File: src/rtl/uart_cmd_arbiter_if.sv
// Requester and UART-engine signal bundle for uart_cmd_arbiter.
// master: arbiter side; slave: requesters plus UART engine side.
interface uart_cmd_arbiter_if #(
  parameter int NREQ       = 4,
  parameter int CMD_WIDTH  = 16,
  parameter int READ_WIDTH = 8
);
  logic [NREQ*CMD_WIDTH-1:0] req_cmd;
  logic [NREQ-1:0]           req_vld;
  logic [NREQ-1:0]           req_rdy;
  logic [NREQ-1:0]           rsp_vld;
  logic [READ_WIDTH-1:0]     rsp_data;
  logic                      rsp_err;
  logic [CMD_WIDTH-1:0]      uart_cmd_in;
  logic                      uart_cmd_vld;
  logic                      uart_cmd_rdy;
  logic                      uart_read_rdy;
  logic [READ_WIDTH-1:0]     uart_read_data;
  logic                      busy;
  logic [2:0]                grant_id;

  modport master (
    input  req_cmd, req_vld,
    input  uart_cmd_rdy, uart_read_rdy, uart_read_data,
    output req_rdy, rsp_vld, rsp_data, rsp_err,
    output uart_cmd_in, uart_cmd_vld, busy, grant_id
  );

  modport slave (
    output req_cmd, req_vld,
    output uart_cmd_rdy, uart_read_rdy, uart_read_data,
    input  req_rdy, rsp_vld, rsp_data, rsp_err,
    input  uart_cmd_in, uart_cmd_vld, busy, grant_id
  );
endinterface

File: src/rtl/uart_cmd_arbiter.sv
// Round-robin arbiter sharing one UART command engine among NREQ
// requesters. Ports: clk, rst (sync, active-high), bus (master modport).
module uart_cmd_arbiter #(
  parameter int NREQ       = 4,
  parameter int CMD_WIDTH  = 16,
  parameter int READ_WIDTH = 8,
  parameter int TIMEOUT    = 50000
) (
  input logic clk,
  input logic rst,
  uart_cmd_arbiter_if.master bus
);
  typedef enum logic [2:0] {
    ARB, ISSUE, WAIT_WR, WAIT_RD, RESP
  } state_t;

  state_t st, st_n;
  logic [2:0] rr_ptr, rr_ptr_n;
  logic [2:0] gid, gid_n;
  logic [CMD_WIDTH-1:0] cmd, cmd_n;
  logic [NREQ-1:0] rdy, rdy_n;
  logic [NREQ-1:0] rvld, rvld_n;
  logic [READ_WIDTH-1:0] rdat, rdat_n;
  logic err, err_n;
  logic cvld, cvld_n;
  logic busy_q;
  logic seen, seen_n;
  logic [15:0] cnt, cnt_n;

  // Rotate requests so bit 0 is rr_ptr; the lowest set bit wins.
  logic [2*NREQ-1:0] dbl;
  logic [NREQ-1:0] rot;
  logic [3:0] sum;
  logic found;
  logic [2:0] g, g_nxt;
  logic [NREQ-1:0] g_oh, gid_oh;
  logic [CMD_WIDTH-1:0] g_cmd;
  logic expire;

  assign dbl = {bus.req_vld, bus.req_vld} >> rr_ptr;
  assign rot = dbl[NREQ-1:0];
  assign expire = (cnt == 16'(TIMEOUT - 1));

  always_comb begin
    found = 1'b0;
    sum = '0;
    for (int k = NREQ - 1; k >= 0; k--) begin
      if (rot[k]) begin
        found = 1'b1;
        sum = {1'b0, rr_ptr} + 4'(k);
      end
    end
    g = (sum >= 4'(NREQ)) ? 3'(sum - 4'(NREQ)) : sum[2:0];
    g_nxt = ({1'b0, g} + 4'd1 == 4'(NREQ)) ? 3'd0 : g + 3'd1;
  end

  always_comb begin
    g_oh = '0;
    gid_oh = '0;
    g_cmd = '0;
    for (int k = 0; k < NREQ; k++) begin
      g_oh[k] = (3'(k) == g);
      gid_oh[k] = (3'(k) == gid);
      if (3'(k) == g)
        g_cmd = bus.req_cmd[k*CMD_WIDTH +: CMD_WIDTH];
    end
  end

  always_comb begin
    st_n = st;
    rr_ptr_n = rr_ptr;
    gid_n = gid;
    cmd_n = cmd;
    rdy_n = '0;
    rvld_n = '0;
    rdat_n = '0;
    err_n = 1'b0;
    cvld_n = cvld;
    seen_n = seen;
    cnt_n = cnt;
    unique case (st)
      ARB: begin
        cnt_n = '0;
        seen_n = 1'b0;
        if (found) begin
          st_n = ISSUE;
          gid_n = g;
          cmd_n = g_cmd;
          rdy_n = g_oh;
          rr_ptr_n = g_nxt;
          cvld_n = 1'b1;
        end
      end
      ISSUE: begin
        cnt_n = cnt + 16'd1;
        if (cvld && bus.uart_cmd_rdy) begin
          cvld_n = 1'b0;
          cnt_n = '0;
          seen_n = 1'b0;
          st_n = cmd[CMD_WIDTH-1] ? WAIT_WR : WAIT_RD;
        end else if (expire) begin
          cvld_n = 1'b0;
          st_n = RESP;
          rvld_n = gid_oh;
          err_n = 1'b1;
        end
      end
      WAIT_WR: begin
        cnt_n = cnt + 16'd1;
        if (!bus.uart_cmd_rdy) seen_n = 1'b1;
        if (seen && bus.uart_cmd_rdy) begin
          st_n = RESP;
          rvld_n = gid_oh;
        end else if (expire) begin
          st_n = RESP;
          rvld_n = gid_oh;
          err_n = 1'b1;
        end
      end
      WAIT_RD: begin
        cnt_n = cnt + 16'd1;
        if (bus.uart_read_rdy) begin
          st_n = RESP;
          rvld_n = gid_oh;
          rdat_n = bus.uart_read_data;
        end else if (expire) begin
          st_n = RESP;
          rvld_n = gid_oh;
          err_n = 1'b1;
        end
      end
      RESP: st_n = ARB;
      default: st_n = ARB;
    endcase
  end

  always_ff @(posedge clk) begin
    if (rst) begin
      st <= ARB;
      rr_ptr <= '0;
      gid <= '0;
      cmd <= '0;
      rdy <= '0;
      rvld <= '0;
      rdat <= '0;
      err <= 1'b0;
      cvld <= 1'b0;
      busy_q <= 1'b0;
      seen <= 1'b0;
      cnt <= '0;
    end else begin
      st <= st_n;
      rr_ptr <= rr_ptr_n;
      gid <= gid_n;
      cmd <= cmd_n;
      rdy <= rdy_n;
      rvld <= rvld_n;
      rdat <= rdat_n;
      err <= err_n;
      cvld <= cvld_n;
      busy_q <= (st_n != ARB);
      seen <= seen_n;
      cnt <= cnt_n;
    end
  end

  assign bus.req_rdy = rdy;
  assign bus.rsp_vld = rvld;
  assign bus.rsp_data = rdat;
  assign bus.rsp_err = err;
  assign bus.uart_cmd_in = cmd;
  assign bus.uart_cmd_vld = cvld;
  assign bus.busy = busy_q;
  assign bus.grant_id = gid;
endmodule
File: src/flat_wrapper.sv
// flat-port wrapper written by rule: the top's interface ports become plain ports
module uart_cmd_arbiter_flat 
#(
  parameter int NREQ       = 4,
  parameter int CMD_WIDTH  = 16,
  parameter int READ_WIDTH = 8,
  parameter int TIMEOUT    = 50000
)
  (clk, rst, bus_req_cmd, bus_req_vld, bus_uart_cmd_rdy, bus_uart_read_rdy, bus_uart_read_data, bus_req_rdy, bus_rsp_vld, bus_rsp_data, bus_rsp_err, bus_uart_cmd_in, bus_uart_cmd_vld, bus_busy, bus_grant_id);
  uart_cmd_arbiter_if #(.NREQ(NREQ), .CMD_WIDTH(CMD_WIDTH), .READ_WIDTH(READ_WIDTH)) bus_i ();
  input logic clk;
  input logic rst;
  input wire logic [$bits(bus_i.req_cmd)-1:0] bus_req_cmd;
  input wire logic [$bits(bus_i.req_vld)-1:0] bus_req_vld;
  input wire logic [$bits(bus_i.uart_cmd_rdy)-1:0] bus_uart_cmd_rdy;
  input wire logic [$bits(bus_i.uart_read_rdy)-1:0] bus_uart_read_rdy;
  input wire logic [$bits(bus_i.uart_read_data)-1:0] bus_uart_read_data;
  output wire logic [$bits(bus_i.req_rdy)-1:0] bus_req_rdy;
  output wire logic [$bits(bus_i.rsp_vld)-1:0] bus_rsp_vld;
  output wire logic [$bits(bus_i.rsp_data)-1:0] bus_rsp_data;
  output wire logic [$bits(bus_i.rsp_err)-1:0] bus_rsp_err;
  output wire logic [$bits(bus_i.uart_cmd_in)-1:0] bus_uart_cmd_in;
  output wire logic [$bits(bus_i.uart_cmd_vld)-1:0] bus_uart_cmd_vld;
  output wire logic [$bits(bus_i.busy)-1:0] bus_busy;
  output wire logic [$bits(bus_i.grant_id)-1:0] bus_grant_id;
  assign bus_i.req_cmd = bus_req_cmd;
  assign bus_i.req_vld = bus_req_vld;
  assign bus_i.uart_cmd_rdy = bus_uart_cmd_rdy;
  assign bus_i.uart_read_rdy = bus_uart_read_rdy;
  assign bus_i.uart_read_data = bus_uart_read_data;
  assign bus_req_rdy = bus_i.req_rdy;
  assign bus_rsp_vld = bus_i.rsp_vld;
  assign bus_rsp_data = bus_i.rsp_data;
  assign bus_rsp_err = bus_i.rsp_err;
  assign bus_uart_cmd_in = bus_i.uart_cmd_in;
  assign bus_uart_cmd_vld = bus_i.uart_cmd_vld;
  assign bus_busy = bus_i.busy;
  assign bus_grant_id = bus_i.grant_id;
  uart_cmd_arbiter #(.NREQ(NREQ), .CMD_WIDTH(CMD_WIDTH), .READ_WIDTH(READ_WIDTH), .TIMEOUT(TIMEOUT)) u_core (.clk(clk), .rst(rst), .bus(bus_i));
endmodule
File: config.mk
export PLATFORM = sky130hd
export DESIGN_NAME = uart_cmd_arbiter_flat
export DESIGN_NICKNAME = d
export VERILOG_FILES = /design/src/rtl/uart_cmd_arbiter_if.sv /design/src/rtl/uart_cmd_arbiter.sv /design/src/flat_wrapper.sv
export SDC_FILE = /design/constraint.sdc
export NUM_CORES = 1
export LEC_CHECK = 0
export ABC_AREA = 1
export BUFFER_PORTS_ARGS = -buffer_cell sky130_fd_sc_hd__buf_4
export CORE_MARGIN = 4
export CORE_UTILIZATION = 45
export CTS_BUF_LIST = sky130_fd_sc_hd__clkbuf_16
export DETAILED_ROUTE_END_ITERATION = 7
export PLACE_DENSITY = 0.72
export SLEW_MARGIN = 20
export SYNTH_ARGS = -nofsm -noshare
export SYNTH_HDL_FRONTEND = slang
export SYNTH_SLANG_ARGS = --single-unit
export TNS_END_PERCENT = 5
File: constraint.sdc
create_clock -name clk -period 2.8 [get_ports clk]
set_input_delay 0.56 -clock clk [delete_from_list [all_inputs] [get_ports clk]]
set_output_delay 0.56 -clock clk [all_outputs]
set_load 0.03 [all_outputs]
# Word level (Yosys, flattened, before mapping)
# Cells that the tools add are included.
# Widths: inputs -> output; s select.
# word_totals
n_memories,0
romBits,0
reg_bits,61
latchBits,0
mem_bits_rw,0
out_inout_bits,38
# op_classes
add_sub_neg,7
n_lt_le_gt_ge,1
div,0
n_shift,1
n_eq_ne,15
n_bitwise,4
reduce_logical,15
muxes,40
mul,0
# ops
operator,count
$mux 16,5
$pmux 16 s3,1
$mux 4,8
$mux 3,7
$add 16x1->16 const B,1
$eq 16x16->1 const B,1
$mux 1,14
$eq 2x3->1 const A,4
$pmux 3 s4,1
$pmux 4 s3,1
$logic_not 3->1,3
$reduce_bool 3->1,3
$add 3x1->4 const B,2
$add 3x2->4 const B,2
$shr 8x3->4,1
$eq 1x3->1 const A,2
$eq 3x2->1 const B,2
$pmux 1 s3,2
$reduce_and 3->1,2
$reduce_or 3->1,2
$eq 4x3->1 const B,1
$ge 4x3->1 const B,1
$ne 2x1->1 const B,2
$not 1->1,4
other kinds (10),11

# Depth between registers and ports, before layout
# Gate-level depths: netlist (run 1).
# depth
word_depth,12
ltp_mapped,21
mapped_depth_nobuf,18

# Worst setup path before layout (run 1)
# Ideal clock, no wire load.
# synth_path
path_type,in2reg
start,input bus_req_vld[2]
end,"register u_core.cmd[13], in the netlist u_core.bus.uart_cmd_in[13]"
slack_ps,404
t_arrival_ps,2261
t_required_ps,2665
cell_stages,17
setup_ps,135
n_path_buf,1
cell_sequence,inv_1 nand2_1 nand3_2 nand3_1 a21oi_1 o21ai_0 nand2_1 inv_1 ha_1 ha_1 inv_1 clkbuf_1 nand2_1 inv_2 nand2_1 nand2_1 a21oi_2
# synth_between
word_cells_on_any_way,21
# synth_lines
element,line,rtl
"start, declared",flat_wrapper.sv:14,input wire logic [$bits(bus_i.req_vld)-1:0] bus_req_vld;
$shr 8x3->4 (*),uart_cmd_arbiter.sv:40,"assign dbl = {bus.req_vld, bus.req_vld} >> rr_ptr;"
$mux 4 (3 in series),uart_cmd_arbiter.sv:48,if (rot[k]) begin
$mux 4 (*),uart_cmd_arbiter.sv:48,
$ge 4x3->1 or $sub 3x3->3 (tied branches),uart_cmd_arbiter.sv:53,g = (sum >= 4'(NREQ)) ? 3'(sum - 4'(NREQ)) : sum[2:0];
$mux 3 (*),uart_cmd_arbiter.sv:53,
named net u_core.g[1],uart_cmd_arbiter.sv:35,"logic [2:0] g, g_nxt;"
$eq 2x3->1 (*),-,
named net u_core.g_oh[3],uart_cmd_arbiter.sv:36,"logic [NREQ-1:0] g_oh, gid_oh;"
$mux 16 (*),uart_cmd_arbiter.sv:64,if (3'(k) == g)
"end signal, assigned",uart_cmd_arbiter.sv:155,cmd <= cmd_n;
"end, declared",uart_cmd_arbiter.sv:20,"logic [CMD_WIDTH-1:0] cmd, cmd_n;"
# Mark *: on every way through the listed nets, which the timed path passes. The rest lies on a longest branch.
# A chain may end at the register's enable or synchronous reset.

# Final worst setup path (run 1)
# layout_path
start,register u_core.rr_ptr[1]
end,"register u_core.cmd[4], in the netlist u_core.bus.uart_cmd_in[4]"
# layout_between
word_cells_on_any_way,24
# layout_lines
element,line,rtl
"start, declared",uart_cmd_arbiter.sv:18,"logic [2:0] rr_ptr, rr_ptr_n;"
"start signal, assigned",uart_cmd_arbiter.sv:153,rr_ptr <= rr_ptr_n;
$add 3x2->4 or $shr 8x3->4 (tied branches),"uart_cmd_arbiter.sv:50, uart_cmd_arbiter.sv:40",
$mux 4 (3 in series),uart_cmd_arbiter.sv:48,
$mux 4 (*),uart_cmd_arbiter.sv:48,
$ge 4x3->1 or $sub 3x3->3 (tied branches),uart_cmd_arbiter.sv:53,
$mux 3 (*),uart_cmd_arbiter.sv:53,
named net u_core.g[1],uart_cmd_arbiter.sv:35,
$eq 2x3->1 (*),-,
named net u_core.g_oh[3],uart_cmd_arbiter.sv:36,
$mux 16 (*),uart_cmd_arbiter.sv:64,
# Marked as above.

==> out/qor.csv, run 1 <==
metric;value;unit
cts_setup_buffers;0;
drc;0;
critPathMaxFanout;33;
area_growth;33.4;%
power;5.52;mW
grt_max_degree;40;
avgRoutedWirePerCell;13.0;µm
cts_tree;done;
synth_nets;697;
crit_path_end_kind;flip-flop;
grt_overflow;0;
h-tree-depth;3;
hold_buffers;0;
groute.usage.overall;21.6;%
hold_depth;3;
synthCells;607;
worstPathRequired;3050;ps
dieArea;9980;µm²
drive_gt1_share;24.3;%
combPwrFrac;56.8;%
report.final.slew_viol_count;0;
final_common_cell;nand2_1;
finalClockSkew;4.56;ps
ys.flop_type;dfxtp_1;
worst-setup-path-type;reg2reg;
grt_pass1_vias;3909;
grt_pass1_wl;17.4;mm
reg2reg_to;u_core.bus.uart_cmd_in[4];
fillCellCount;768;
drt-total-wl;10.7;mm
postSynthAreaPerCell;6.26;µm²
leakagePower;2.63;nW
die_w;99.9;µm
antenna_left;0;
dpl.hpwl;8.18;mm
synth_edf_count;0;
seq_area_frac_synth;32.1;%
start_util;46.2;%
p_sw;2.50;mW
avgViaCountPerCell;5.03;
hold_violations;0;
fmax;394;MHz
layout.nets;805;
fp-row-count;33;
place.port_buffers;117;
worst_skew_pair.late_latency;320;ps
final_cell_mix;nand2_1, buf_4, nor2_1;
intPower;3.02;mW
hold_start;bus_uart_read_data[2];
max-cap-violations;0;
synth.area.top_cells;dfxtp_1, nand2_1, nor2_1, nand3_1, inv_1;
root_buffer;clkbuf_16;
tns;0;ps
yosysTopAreaCellShare;32.1;%
fp.dieH;99.9;µm
status;finished, final reports clean;
dr.pass1.iters;5;
antenna_found_initial;0;
worstMarginPinSlew;532;ps
cts.sinks;61;
antenna_cells;0;
clkPwrFrac;22.5;%
initialDrtViolationCount;267;
rrSetupSlack;260;ps
hold_class;in2reg;
rsz0062_at_grt;false;
dp.cells;809;
multi_input_area;2100;µm²
place.gp.congestion;0.940;
setup_viol;0;
powerDensity;1090;nW/µm²
cts.clk_slew.worst_paths;50;ps
seqCellArea;1220;µm²
yosys_warnings;0;
cts_buffer_depth;2;
hold-path-endpoint;u_core.bus.rsp_data[2];
syn_area;3800;µm²
async_flop_share;0;%
numCtsBuffers;9;
fin_cells;825;
ys_ff_latch;61;
r2r_cells;14;
switching_share;45.3;%
worstPathArrival;2790;ps
routed-via-count;4147;
synth_top_area_cell;dfxtp_1;
fin_area;5070;µm²
cp-start-kind;flip-flop;
core;8220;µm²
synth_cell_types;42;
num_io_pins;118;
period_minus_slack;2540;ps
cts_resized;0;
r2r-start;u_core.rr_ptr[1];
final.period_utilization;90.7;%
post_dp_cell_area;4730;µm²
max-slew-margin-rel;64.5;%
p_seq_share;20.7;%
vdd_drop_max;0.487;mV
synthesized netlist by cell type, types with 3 or more instances:
master,count
nand4_1,5
buf_2,6
nor3_1,12
inv_2,12
a211oi_1,3
o21ai_0,14
nand3_2,3
buf_6,6
ha_1,10
a21oi_1,28
nor2_4,3
a21oi_2,5
inv_1,72
nand3_1,68
nand2_1,159
clkbuf_1,12
nor2_2,5
nor2_1,92
dfxtp_1,61
worst max path at each step:
| stage | startpoint | endpoint | slack (ps) | depth (start not counted) |
|---|---|---|---|---|
| 2_1_floorplan | bus_req_vld[2] | u_core.bus.uart_cmd_in[13] | 400 | 17 |
| 3_3_place_gp | bus_req_vld[3] | u_core.bus.uart_cmd_in[5] | 150 | 14 |
| 3_5_place_dp | bus_req_vld[3] | u_core.bus.uart_cmd_in[4] | 40 | 14 |
| 4_1_cts | u_core.rr_ptr[0] | u_core.bus.uart_cmd_in[4] | 30 | 13 |
| 5_1_grt | u_core.rr_ptr[1] | u_core.bus.uart_cmd_in[5] | 40 | 14 |
| 6_report | u_core.rr_ptr[1] | u_core.bus.uart_cmd_in[4] | 260 | 14 |
sequential cells by signal, summed over array words and instances (netlist names):
signal and flops:
u_core.bus.uart_cmd_in 16, u_core.cnt 16, u_core.bus.rsp_data 8, u_core.bus.req_rdy 4
u_core.bus.rsp_vld 4, u_core.bus.grant_id 3, u_core.rr_ptr 3, u_core.st 3
u_core.bus.busy 1, u_core.bus.rsp_err 1, u_core.bus.uart_cmd_vld 1, u_core.seen 1
power groups by stage:
| stage | clock network, mW | registers (mW) | logic [mW] |
|---|---|---|---|
| global placement | 0 | 1.15 | 3.04 |
| finish | 1.24 | 1.14 | 3.13 |
| floorplan | 0 | 1.31 | 2.16 |
| detailed placement | 0 | 1.15 | 3.10 |
| global route | 1.30 | 1.16 | 3.55 |
| CTS | 1.27 | 1.14 | 3.13 |
per-stage QoR:
step           setup slack [ps]  utilization (%)  hold slack [ps]
6_report                    261             61.7              451
5_1_grt                    37.3             61.7              461
3_3_place_gp                146             57.5              457
3_5_place_dp               44.3             57.5              459
2_1_floorplan               404                -              454
4_1_cts                    27.8             61.6              439
logic make-up (layout without fill, tap and decap cells):
| group | count (synthesis) | after routing | share of synthesized area (%) |
|---|---|---|---|
| and+or+nand+nor | 357 | 357 | 41.0 |
| AOI/OAI and AO/OA | 64 | 64 | 10.3 |
| buffers and inverters | 112 | 225 | 12.6 |
| DFF | 61 | 61 | 32.1 |
| xor gates and xnor gates | 3 | 3 | 0.692 |
| adders and majority gates | 10 | 10 | 3.29 |
metal layers:
| layer | global-route usage [%] | routed length (µm) | up-vias |
|---|---|---|---|
| li1 | - | - | 2122 |
| met1 | 24.6 | 4280 | 1852 |
| met2 | 37.0 | 5200 | 149 |
| met3 | 7.44 | 909 | 24 |
| met4 | 8.40 | 333 | 0 |
| met5 | 0 | 0 | - |
final cells by class:
cell class              count  share of cell area (%)
clock buffers               9                    4.45
clock inverters             7                    2.10
inverters                  85                    6.35
multi-input cells         434                    41.5
flip-flops and latches     61                    24.1
well taps                 105                    2.59
repair buffers            124                    18.9
critical path: stages (launching register included):
cell     delay [ps]
dfxtp_1         440
inv_2           150
ha_1            320
a21oi_1         150
o21ai_0         100
nand2_1         150
inv_1           100
ha_1            210
ha_1            190
inv_1            90
buf_12          190
nor2_1           60
nor2_1          120
nand2_1          80
a21oi_1         110
Note: power is estimated with default switching activity, not from simulation.
==> inputs of run 2 (changes only) <==
- ABC_AREA: 1 -> default
- PLACE_DENSITY: 0.72 -> 0.73
==> out/qor.csv, run 2 <==
metric;value;unit
rrSetupSlack;30;ps
layout.nets;637;
hold_violations;0;
fin_cells;651;
dr.pass1.iters;5;
seq_area_frac_synth;35.4;%
avgRoutedWirePerCell;15.2;µm
r2r-start;u_core.rr_ptr[1];
num_io_pins;118;
antenna_cells;0;
async_flop_share;0;%
fp-row-count;31;
synth_top_cells_by_count;dfxtp_1, nor2_1, nand2_1, o21ai_0;
worstPathCellList;buf_12, mux2i_1, mux2i_1, a31oi_2, o32ai_2, inv_2, ha_2, nor2b_4, buf_6, a22oi_1, o21ai_2, nand3b_1, a311oi_2;
initialDrtViolationCount;152;
fp.dieH;95.6;µm
place.gp.congestion;0.903;
cp-start-kind;flip-flop;
vdd_drop_max;0.586;mV
ys_ff_latch;61;
worstMarginPinSlew;648;ps
die_w;95.6;µm
dieArea;9140;µm²
fmax;362;MHz
powerDensity;1020;nW/µm²
hold-path-endpoint;u_core.bus.rsp_data[4];
critPathMaxFanout;8;
seqCellArea;1230;µm²
ys.flop_type;dfxtp_1;
final_common_cell;buf_4;
post_dp_cell_area;4580;µm²
yosysTopAreaCellShare;35.4;%
crit_top_cell;mux2i_1;
fin_ws;34.0;ps
groute.usage.overall;20.9;%
grt_pass1_vias;3344;
setup_viol;0;
cts.clk_slew.worst_paths;50;ps
max_stage_delay;370;ps
synth_most_common_cell;dfxtp_1;
hold_class;in2reg;
antenna_left;0;
drt-total-wl;9.90;mm
numCtsBuffers;9;
hold_start;bus_uart_read_data[4];
worstPathRequired;3040;ps
power;5.22;mW
crit_buf_inv;3;
yosys_warnings;0;
cp_slowest_cell;dfxtp_4;
cts.sinks;61;
dp.cells;626;
final.period_utilization;98.8;%
hold_depth;2;
cp_top_family;compound AO/OA/AOI/OAI gates;
pre_cts_ws;-145;ps
area_growth;48.3;%
routed-via-count;3498;
worstPathArrival;3000;ps
synth_nets;497;
synth_edf_count;0;
leakagePower;2.14;nW
drc;0;
synth.area.top_cells;dfxtp_1, a311oi_2, nor2_1, nand2_1, nand3b_1;
postSynthAreaPerCell;8.48;µm²
dpl.hpwl;7.07;mm
synth_cell_types;50;
core;7370;µm²
grt_max_degree;38;
report.final.slew_viol_count;0;
worst_skew_pair.late_latency;330;ps
multi_input_area;2180;µm²
finalClockSkew;6.80;ps
cts_tree;done;
start_util;46.9;%
max-slew-margin-rel;56.5;%
syn_area;3450;µm²
max-cap-violations;0;
fin_area;5120;µm²
final_cell_mix;buf_4, dfxtp_1, nor2_1;
tns;0;ps
avgViaCountPerCell;5.37;
synth_top_area_cell;dfxtp_1;
hold_buffers;0;
worst-setup-path-type;reg2reg;
reg2reg_to;u_core.bus.uart_cmd_in[13];
synthCells;407;
grt_pass1_wl;15.1;mm
crit_path_end_kind;flip-flop;
drive_gt1_share;39.9;%
h-tree-depth;3;
period_minus_slack;2770;ps
fillCellCount;600;
r2r_cells;13;
root_buffer;clkbuf_16;
cts_buffer_depth;2;
grt_overflow;0;
rsz0062_at_grt;true;
place.port_buffers;117;
status;finished, final reports clean;
antenna_found_initial;0;
-- run 2: worst max-delay path by stage --
stage | endpoint | cells past startpoint | start
after global placement | u_core.bus.uart_cmd_in[11] | 14 | bus_req_vld[2]
after global routing | u_core.bus.uart_cmd_in[3] | 13 | u_core.rr_ptr[1]
after floorplan | u_core.bus.uart_cmd_in[6] | 14 | bus_req_vld[0]
after CTS | u_core.bus.uart_cmd_in[15] | 14 | u_core.rr_ptr[0]
final | u_core.bus.uart_cmd_in[13] | 13 | u_core.rr_ptr[1]
after detailed placement | u_core.bus.uart_cmd_in[13] | 14 | bus_req_vld[1]
-- run 2: per-stage QoR --
stage                     hold WS [ps]  utilization [%]
after CTS                          431             66.7
final                              434             69.5
after global routing               440             69.5
after global placement             455             62.2
after detailed placement           482             62.2
after floorplan                    441                -
-- run 2: where the power goes --
| part | leakage [nW] | switching (mW) | total [mW] | internal (mW) |
|---|---|---|---|---|
| Clock | 0.143 | 0.393 | 1.08 | 0.682 |
| Combinational | 1.50 | 1.58 | 2.96 | 1.38 |
| Sequential | 0.499 | 0.140 | 1.18 | 1.04 |
-- run 2: cell type report --
cell class	count	area share [%]
timing repair buffer	156	24.5
clock inverter	7	1.32
sequential	61	24.0
multi-input combinational	308	42.6
tap	99	2.42
inverter	11	0.806
clock buffer	9	4.40
-- run 2: logic make-up (layout without fill, tap and decap cells) --
kind of cell               after synthesis  after routing  share of synthesized area [%]
and+or+nand+nor                        183            183                           27.5
adders and majority gates               10             10                           3.62
xor gates and xnor gates                13             13                           3.30
AOI/OAI and AO/OA                       93             93                           22.5
DFF                                     61             61                           35.4
buffers and inverters                   38            183                           5.07
muxes                                    9              9                           2.72
-- run 2: routing by layer --
| metal | vias to the layer above | wire (µm) | track usage [%] |
|---|---|---|---|
| met3 | 14 | 881 | 5.76 |
| met5 | - | 0 | 0 |
| met2 | 146 | 4620 | 33.4 |
| met1 | 1593 | 4230 | 26.6 |
| met4 | 0 | 165 | 8.41 |
| li1 | 1745 | - | - |
-- run 2: what timing repair did --
action / 4_1_cts / 5_1_grt
cloned: 0 / 2
resized for setup: 8 / 38
pin swaps: 0 / 7
endpoints found under the setup margin: 16 / 17
setup buffers: 0 / 7
==> inputs of run 3 (changes only) <==
- PLACE_DENSITY: 0.73 -> 0.79
==> out/qor.csv, run 3 (synthesis results as in run 2) <==
metric;value;unit
status;finished, final reports clean;
start_util;46.9;%
area_growth;45.0;%
r2r_cells;12;
worstPathArrival;2910;ps
powerDensity;1010;nW/µm²
hold_class;in2reg;
setup_viol;0;
fmax;373;MHz
grt_max_degree;38;
final_common_cell;buf_4;
cts.sinks;61;
cp_top_family;compound AO/OA/AOI/OAI gates;
h-tree-depth;3;
grt_pass1_vias;3362;
fin_hold_ws;435;ps
cp.depth;12;
worstPathRequired;3030;ps
period_minus_slack;2680;ps
r2r-start;u_core.rr_ptr[0];
core;7370;µm²
final.period_utilization;95.8;%
antenna_left;0;
fp-row-count;31;
antenna_found_initial;0;
vdd_drop_max;0.604;mV
pre_cts_ws;-153;ps
drc;0;
hold_buffers;0;
die_w;95.6;µm
crit_path_end;u_core.bus.uart_cmd_in[11];
grt_overflow;0;
avgViaCountPerCell;5.36;
cts_buffer_depth;2;
layout.nets;632;
crit_buf_inv;1;
critPathMaxFanout;8;
worst_skew_pair.late_latency;330;ps
place.gp.congestion;0.960;
avgRoutedWirePerCell;14.9;µm
power;5.05;mW
max_stage_delay;410;ps
post_dp_cell_area;4590;µm²
fp.dieH;95.6;µm
final_cell_mix;buf_4, dfxtp_1, nor2_1;
cts_tree;done;
dr.pass1.iters;4;
crit_path_end_kind;flip-flop;
place.port_buffers;117;
hold_violations;0;
leakagePower;2.10;nW
reg2reg_to;u_core.bus.uart_cmd_in[11];
rrSetupSlack;120;ps
num_io_pins;118;
groute.usage.overall;21.3;%
finalClockSkew;6.36;ps
dpl.hpwl;7.29;mm
crit_start;u_core.rr_ptr[0];
dieArea;9140;µm²
worst-setup-path-type;reg2reg;
drive_gt1_share;37.7;%
initialDrtViolationCount;151;
worstPathCellList;mux2i_4, o221ai_4, nor2b_1, o211ai_1, and2_4, ha_2, nor2b_4, buf_6, a22oi_2, o21ai_1, nand3b_1, a311oi_2;
cp-start-kind;flip-flop;
report.final.slew_viol_count;0;
cp_slowest_cell;dfxtp_4;
fin_ws;117;ps
drt-total-wl;9.63;mm
tns;0;ps
antenna_cells;0;
grt_pass1_wl;15.4;mm
numCtsBuffers;9;
fin_area;5010;µm²
root_buffer;clkbuf_16;
max-slew-margin-rel;58.7;%
routed-via-count;3457;
worstMarginPinSlew;614;ps
max-cap-violations;0;
cts.clk_slew.worst_paths;50;ps
==> run 3: changes by cell type in the layout (fill, tap and decap cells not counted), sizes merged <==
cell / previous run / this run
clkinvlp: 2 / 0
clkbuf: 10 / 9
buf: 155 / 151
clkinv: 3 / 4
inv: 12 / 11
bufinv: 1 / 2
==> run 3: repair_timing <==
action / CTS / global route
gates resized for setup: 2 / 23
setup buffers: 0 / 3
endpoints found under the setup margin: 16 / 19
pin swaps: 0 / 8
gates cloned: 0 / 1
==> run 3: metrics by stage <==
stage	utilization (%)	cells
finish	67.9	645
global route	67.9	645
CTS	66.5	641
detailed placement	62.3	626
global placement	62.3	626
floorplan	-	407
==> run 3: cell type report <==
type | instances | area (µm²)
inverters | 11 | 41.3
well taps | 99 | 124
multi-input cells | 308 | 2130
fillers | 601 | 2360
clock buffers | 9 | 225
flip-flops and latches | 61 | 1230
clock inverters | 6 | 78.8
repair buffers | 151 | 1180
==> run 3: worst min-delay path by stage <==
stage                            from                     end  slack [ps]  depth (start not counted)
4_1_cts         bus_uart_read_data[5]  u_core.bus.rsp_data[5]         430                          2
3_3_place_gp              u_core.seen             u_core.seen         460                          2
3_5_place_dp   u_core.bus.grant_id[0]   u_core.bus.rsp_vld[2]         480                          1
5_1_grt         bus_uart_read_data[5]  u_core.bus.rsp_data[5]         430                          2
6_report        bus_uart_read_data[5]  u_core.bus.rsp_data[5]         430                          2
2_1_floorplan             u_core.seen             u_core.seen         440                          2
==> run 3: layer usage <==
layer | part of all wire [%] | global-route usage [%] | routed length (µm)
met5 | 0 | 0 | 0
met1 | 40 | 25.4 | 3830
met4 | 2.2 | 7.11 | 214
met2 | 49 | 35.8 | 4690
met3 | 9.3 | 7.10 | 891
==> run 3: report_power, final <==
part | switching, mW | internal (mW)
sequential | 0.153 | 1.04
combinational | 1.47 | 1.25
clock | 0.364 | 0.764
total | 1.99 | 3.06
==> run 3: worst register-to-register path, stage by stage, from the launching register on <==
cell      delay (ps)
dfxtp_4          410
mux2i_4          300
o221ai_4         140
nor2b_1          150
o211ai_1         240
and2_4           220
ha_2             190
nor2b_4          180
buf_6            150
a22oi_2           50
o21ai_1          170
nand3b_1         100
a311oi_2         290
